`src/rtl/apb2axi_rdf_mt_pkg.sv`:
```
// Shared definitions for the multi-tag read data buffer.
//   rdf_mt_entry_t : one stored R beat {data, resp, last} at default widths
//   RDF_*          : default sizing used by apb2axi_rdf_mt and its tag queues
package apb2axi_rdf_mt_pkg;

  localparam int RDF_NUM_TAGS = 4;
  localparam int RDF_DEPTH    = 8;
  localparam int RDF_CNT_W    = $clog2(RDF_DEPTH + 1);
  localparam int RDF_DATA_W   = 64;
  localparam int RDF_RESP_W   = 2;

  typedef struct packed {
    logic [RDF_DATA_W-1:0] data;
    logic [RDF_RESP_W-1:0] resp;
    logic                  last;
  } rdf_mt_entry_t;

endpackage

```
`src/rtl/apb2axi_tag_queue.sv`:
```
// One per-tag circular buffer with occupancy level and complete-burst counter.
// Ports:
//   ACLK, ARESET  clock, asynchronous active-high reset
//   push          write push_entry at the tail (caller guarantees not full)
//   push_entry    beat to store
//   pop           drop the head entry (caller guarantees not empty)
//   clear         discard everything; overrides push and pop
//   head          entry at the read pointer
//   level         number of stored beats, 0..DEPTH
//   burst_cnt     number of stored beats flagged last
module apb2axi_tag_queue
  import apb2axi_rdf_mt_pkg::*;
#(
  parameter int  DEPTH   = RDF_DEPTH,
  parameter int  CNT_W   = $clog2(DEPTH + 1),
  parameter type entry_t = rdf_mt_entry_t
) (
  input  logic             ACLK,
  input  logic             ARESET,
  input  logic             push,
  input  entry_t           push_entry,
  input  logic             pop,
  input  logic             clear,
  output entry_t           head,
  output logic [CNT_W-1:0] level,
  output logic [CNT_W-1:0] burst_cnt
);

  localparam int PTR_W = (DEPTH > 1) ? $clog2(DEPTH) : 1;
  localparam logic [PTR_W-1:0] LAST_PTR = PTR_W'(DEPTH - 1);

  entry_t           mem [DEPTH];
  logic [PTR_W-1:0] wr_ptr;
  logic [PTR_W-1:0] rd_ptr;
  logic             burst_inc;
  logic             burst_dec;

  // Explicit wrap so DEPTH need not be a power of two.
  function automatic logic [PTR_W-1:0] next_ptr(input logic [PTR_W-1:0] p);
    return (p == LAST_PTR) ? '0 : p + 1'b1;
  endfunction

  assign head      = mem[rd_ptr];
  assign burst_inc = push && push_entry.last;
  assign burst_dec = pop && head.last;

  always_ff @(posedge ACLK) begin
    if (push && !clear) mem[wr_ptr] <= push_entry;
  end

  always_ff @(posedge ACLK or posedge ARESET) begin
    if (ARESET) begin
      wr_ptr    <= '0;
      rd_ptr    <= '0;
      level     <= '0;
      burst_cnt <= '0;
    end else if (clear) begin
      wr_ptr    <= '0;
      rd_ptr    <= '0;
      level     <= '0;
      burst_cnt <= '0;
    end else begin
      if (push) wr_ptr <= next_ptr(wr_ptr);
      if (pop)  rd_ptr <= next_ptr(rd_ptr);
      case ({push, pop})
        2'b10:   level <= level + 1'b1;
        2'b01:   level <= level - 1'b1;
        default: ;
      endcase
      case ({burst_inc, burst_dec})
        2'b10:   burst_cnt <= burst_cnt + 1'b1;
        2'b01:   burst_cnt <= burst_cnt - 1'b1;
        default: ;
      endcase
    end
  end

endmodule

```
`src/rtl/apb2axi_rdf_mt.sv`:
```
// Multi-tag read data buffer: one independent FIFO per AXI tag so interleaved
// R beats are returned to the APB side in per-tag order.
// Ports:
//   ACLK, ARESET                  clock, asynchronous active-high reset
//   push_*                        beat from the response collector (valid/ready)
//   data_req, data_req_tag        pop request, answered one cycle later
//   data_valid/out/resp/last      popped beat (registered, held when idle)
//   data_miss                     request hit an empty, invalid or flushed tag
//   flush, flush_tag              discard all contents of one tag
//   tag_level                     per-tag occupancy, tag 0 in the LSBs
//   tag_burst_done                per-tag "holds a complete burst"
module apb2axi_rdf_mt
  import apb2axi_rdf_mt_pkg::*;
#(
  parameter int NUM_TAGS = RDF_NUM_TAGS,
  parameter int TAG_W    = 2,
  parameter int DATA_W   = RDF_DATA_W,
  parameter int RESP_W   = RDF_RESP_W,
  parameter int DEPTH    = RDF_DEPTH,
  localparam int CNT_W   = $clog2(DEPTH + 1)
) (
  input  logic                      ACLK,
  input  logic                      ARESET,
  input  logic                      push_valid,
  input  logic [TAG_W-1:0]          push_tag,
  input  logic [DATA_W-1:0]         push_data,
  input  logic [RESP_W-1:0]         push_resp,
  input  logic                      push_last,
  output logic                      push_ready,
  input  logic                      data_req,
  input  logic [TAG_W-1:0]          data_req_tag,
  output logic                      data_valid,
  output logic [DATA_W-1:0]         data_out,
  output logic [RESP_W-1:0]         data_resp,
  output logic                      data_last,
  output logic                      data_miss,
  input  logic                      flush,
  input  logic [TAG_W-1:0]          flush_tag,
  output logic [NUM_TAGS*CNT_W-1:0] tag_level,
  output logic [NUM_TAGS-1:0]       tag_burst_done
);

  typedef struct packed {
    logic [DATA_W-1:0] data;
    logic [RESP_W-1:0] resp;
    logic              last;
  } entry_t;

  localparam logic [CNT_W-1:0] FULL_LVL = CNT_W'(DEPTH);

  entry_t              push_entry;
  entry_t              head [NUM_TAGS];
  entry_t              head_sel;
  logic [CNT_W-1:0]    level [NUM_TAGS];
  logic [CNT_W-1:0]    burst_cnt [NUM_TAGS];
  logic [NUM_TAGS-1:0] push_sel;
  logic [NUM_TAGS-1:0] pop_sel;
  logic [NUM_TAGS-1:0] clr_sel;
  logic                pop_hit;

  assign push_entry.data = push_data;
  assign push_entry.resp = push_resp;
  assign push_entry.last = push_last;

  // Tags >= NUM_TAGS never match any loop index, so they are never ready,
  // always miss and cannot flush anything. Both decisions use registered
  // levels only, so a same-cycle pop never frees space for a push.
  always_comb begin
    push_ready = 1'b0;
    pop_hit    = 1'b0;
    head_sel   = '0;
    push_sel   = '0;
    pop_sel    = '0;
    clr_sel    = '0;
    for (int unsigned i = 0; i < NUM_TAGS; i++) begin
      clr_sel[i] = flush && (flush_tag == TAG_W'(i));
      if ((push_tag == TAG_W'(i)) && (level[i] != FULL_LVL) && !clr_sel[i]) begin
        push_ready  = 1'b1;
        push_sel[i] = push_valid;
      end
      if (data_req && (data_req_tag == TAG_W'(i)) && (level[i] != '0) && !clr_sel[i]) begin
        pop_hit    = 1'b1;
        pop_sel[i] = 1'b1;
        head_sel   = head[i];
      end
    end
  end

  for (genvar g = 0; g < NUM_TAGS; g++) begin : g_tag
    apb2axi_tag_queue #(
      .DEPTH   (DEPTH),
      .CNT_W   (CNT_W),
      .entry_t (entry_t)
    ) u_queue (
      .ACLK       (ACLK),
      .ARESET     (ARESET),
      .push       (push_sel[g]),
      .push_entry (push_entry),
      .pop        (pop_sel[g]),
      .clear      (clr_sel[g]),
      .head       (head[g]),
      .level      (level[g]),
      .burst_cnt  (burst_cnt[g])
    );
    assign tag_level[g*CNT_W +: CNT_W] = level[g];
    assign tag_burst_done[g]           = (burst_cnt[g] != '0);
  end

  always_ff @(posedge ACLK or posedge ARESET) begin
    if (ARESET) begin
      data_valid <= 1'b0;
      data_miss  <= 1'b0;
      data_out   <= '0;
      data_resp  <= '0;
      data_last  <= 1'b0;
    end else begin
      data_valid <= pop_hit;
      data_miss  <= data_req && !pop_hit;
      if (pop_hit) begin
        data_out  <= head_sel.data;
        data_resp <= head_sel.resp;
        data_last <= head_sel.last;
      end
    end
  end

endmodule

```
`config.mk`:
```
export PLATFORM = sky130hd
export DESIGN_NAME = apb2axi_rdf_mt
export DESIGN_NICKNAME = d
export VERILOG_FILES = /design/src/rtl/apb2axi_rdf_mt_pkg.sv /design/src/rtl/apb2axi_tag_queue.sv /design/src/rtl/apb2axi_rdf_mt.sv
export SDC_FILE = /design/constraint.sdc
export NUM_CORES = 2
export LEC_CHECK = 0
export CELL_PAD_IN_SITES_DETAIL_PLACEMENT = 0
export CELL_PAD_IN_SITES_GLOBAL_PLACEMENT = 1
export CORE_AREA = 4 4 411 413
export CTS_CLUSTER_SIZE = 30
export DETAILED_ROUTE_END_ITERATION = 12
export DIE_AREA = 0 0 415 417
export PLACE_DENSITY = 0.81
export SLEW_MARGIN = 25
export SYNTH_ARGS = -nofsm -noshare
export SYNTH_HDL_FRONTEND = slang
export SYNTH_HIERARCHICAL = 1
export SYNTH_SLANG_ARGS = --single-unit
```
`constraint.sdc`:
```
create_clock -name ACLK -period 7.8 [get_ports ACLK]
set_input_delay 1.95 -clock ACLK [delete_from_list [all_inputs] [get_ports ACLK]]
set_output_delay 1.95 -clock ACLK [all_outputs]
set_load 0.02 [all_outputs]
```
==> results by group <==
Logic synthesis
  • Synthesized cell area: about 0.091 sq mm
  • Dominant synthesized flop cell: edfxtp_1
  • Cell variety after synth: 58
  • Synth area leaders: edfxtp_1, mux4_2, dfrtp_1
  • Share of flip-flops with an asynchronous set or reset: about 5.5%
  • Synth Area per Inst: about 21 sq um
  • Synth Register Bits: approximately 2.3k
  • EDFF count, synth: 2144
  • Synth area leader: edfxtp_1
  • Synth top area share: between 70% and 80%
  • Count leader, synth: edfxtp_1
  • Gate Count Post-Synth: 4355
  • Ys Warns: 6
  • Syn_nets: around 4.5k
  • Synth cell count leaders: edfxtp_1, mux4_2, mux2_2
  • Seq/Total Area, Yosys: ~74%

Setup path
  • Worst Path Required: 5.85 ns
  • Reg2reg end: g_tag[1].u_queue/burst_cnt[3]
  • R2R Setup Slk: ~3.8 ns
  • CP bufs+invs: 4
  • Worst setup path startpoint: flush
  • Reg2reg start: g_tag[1].u_queue/rd_ptr[0]
  • Worst path cell trace: clkdlybuf4s50_1, or3b_4, inv_1, buf_4, a2111oi_0, or4_1, clkdlybuf4s50_1
  • Setup Crit Path Kind: input port to output port
  • Worst setup EP type: output port
  • Critical Path Slowest Stage Cell: clkdlybuf4s50_1
  • Startpoint Class: input port
  • CP max FO: 22
  • Reg2reg path depth: 11
  • Most frequent CP cell: clkdlybuf4s50_1
  • WP data arrival: between 4 and 5 ns
  • Worst path top cell family by delay: buffers and inverters
  • Slowest stage delay, CP: around 0.63 ns

Pwr
  • PwrDens: ~320 mW/mm^2
  • Lkg Pwr: approximately 32 nW
  • Peak VDD IR: 267 uV
  • Final Total Pwr: roughly 32 mW

Timing
  • Worst slew pin tran: between 1 and 1.5 ns
  • Final hold violation count: 0
  • Hold slack: 0.476 ns
  • Final TNS setup: 0 ns
  • Setup Viol. Count Final: 0
  • Fmax achieved: about 150 MHz
  • Slew Limit Fails: 0
  • Setup ws final: 1.12 ns
  • Slew margin rel.: roughly 29%
  • Final Cycle Share: around 86%
  • Final Skew: 0.0505 ns
  • RSZ-0062 raised after global routing: false
  • Final min period: between 6 and 7 ns

Drt
  • # DRC: 0
  • Post-DRT Antenna Nets: 0
  • Total Wirelength: between 200000 and 250000 microns
  • Avg Vias per Cell: ~6.6
  • Initial DRC Count: approximately 6.3k
  • TritonRoute pass-1 iters: 5
  • WL/cell: 31.7 microns
  • DR vias: ~46k

Hold path
  • WHS Endpoint: data_out[9]
  • Hold wc startpoint: data_out[9]
  • Hold path cells: 1
  • HP Class: flop to flop

GRT
  • Gr ovfl total: 0
  • Antenna violations before repair: 12
  • Vias in the first global route: approximately 47k
  • Largest net degree at the start of global routing: about 140
  • First-pass GRT wire length: between 300000 and 400000 microns
  • Global Route Usage Sum: between 20% and 30%

CTS
  • Setup Fix Bufs, Post-CTS: 0
  • Post-CTS Resized: 0
  • CTS root buffer: clkbuf_16
  • Worst-Skew Late Latency: roughly 0.87 ns
  • Clock Path Buffers: 3
  • Num Clock Sinks: 2269
  • Hold-fix buffers, CTS: 0
  • Clock transition at path regs: around 0.06 ns
  • # H-tree levels: 4
  • Inserted Clock Buffers: 214
  • CTS tree: built

Placement
  • HPWL after DPL: 121000 microns
  • Routability-driven placement congestion ratio: 0.793
  • Post-placement cell count: approximately 6.5k
  • Post-place setup slack: 1.21 ns
  • PortBufs: between 150 and 200

Floorplanning
  • Chip width: between 400 and 500 microns
  • Std-Cell Rows: 149
  • Die Span Y: about 420 microns
  • Core Area: between 0.15 and 0.2 sq mm
  • # IOs: roughly 170
  • Initial Utilization: between 50% and 60%
  • Die area: approximately 0.17 sq mm

Job
  • Number of max-cap violations: 0

Layout
  • Finished Layout Cells: roughly 6.9k
  • Layout cells sized above 1: between 20 and 30%
  • Final #Nets: 4671
  • P&R area growth vs syn: 12.6%
  • Layout fillers: roughly 11k

Run status
  • Status: complete, no violations
registers in the layout (all words and copies together) (netlist names), 2 cells and up:
name,count
g_tag.u_queue/mem,2144
data_out,64
g_tag.u_queue/burst_cnt,16
g_tag.u_queue/level,16
g_tag.u_queue/rd_ptr,12
g_tag.u_queue/wr_ptr,12
data_resp,2
logic make-up (layout without fill, tap and decap cells):
| group | after synthesis | in the layout | synth area share (%) |
|---|---|---|---|
| flops | 2269 | 2269 | 74.5 |
| mux | 830 | 830 | 16.8 |
| xor+xnor | 17 | 17 | 0.164 |
| other cells | 0 | 4 | 0 |
| simple gates | 679 | 679 | 4.59 |
| fa+ha+maj | 40 | 40 | 0.618 |
| compound gates | 207 | 207 | 1.74 |
| buf+inv | 313 | 698 | 1.58 |
cell type report:
class / instances / area (sq um) / share of cell area (%)
flip-flops and latches: 2269 / 67600 / 66.2
multi-input cells: 1773 / 22000 / 21.6
clock buffers: 292 / 5880 / 5.76
well taps: 2189 / 2740 / 2.68
repair buffers: 273 / 2480 / 2.43
clock inverters: 111 / 1290 / 1.27
inverters: 22 / 90.1 / 0.0882
diodes: 4 / 10.0 / 0.00980
metal layers:
layer	vias to the layer above	routed length, microns	GRT usage (%)
li1	18600	-	-
met1	24000	84700	36.7
met2	2624	106000	40.3
met3	354	23900	5.65
met4	2	5620	7.16
met5	-	13	0
layout by cell type (no fill, tap or decap), types with 9 or more instances in the layout:
cell,netlist,routed
clkbuf_1,181,57
edfxtp_1,2144,2144
nand2_1,79,78
mux4_2,528,528
mux2i_1,30,30
xnor2_1,9,9
inv_1,14,13
nor2b_1,72,71
dfrtp_1,125,113
clkinv_1,0,40
clkinv_2,4,34
a21o_1,79,79
buf_4,16,81
nand4_1,67,67
nand2b_1,83,83
ha_1,32,32
a21oi_1,21,21
buf_12,0,24
nor4_1,74,72
nor2_1,80,56
mux2_2,265,265
nor2_4,0,24
clkbuf_16,0,216
or4_1,74,72
dfrtp_4,0,12
bufinv_16,0,21
nor3_1,31,23
clkdlybuf4s50_1,0,104
nand4b_1,67,67
buf_2,63,62
a41oi_1,67,67
clkbuf_8,0,20
how the worst max path moves through the flow:
stage,to,slack (ns),cells past startpoint
4_1_cts,push_ready,1.21,7
2_1_floorplan,g_tag[2].u_queue/mem[1][0],0.48,10
3_5_place_dp,push_ready,1.21,7
3_3_place_gp,push_ready,1.18,7
5_1_grt,push_ready,0.95,7
6_report,push_ready,1.12,7
stage by stage:
stage	area, sq um	utilization, %
2_1_floorplan	90700	-
6_report	102000	61.9
3_3_place_gp	95100	57.7
3_5_place_dp	95100	57.7
5_1_grt	102000	61.9
4_1_cts	102000	62.1
report_power, final:
group / switching [mW] / internal [mW]
clock: 4.51 / 6.00
sequential: 0.782 / 13.8
combinational: 3.68 / 3.59
total: 8.97 / 23.4
No activity file was read; power rests on OpenSTA's default activity.
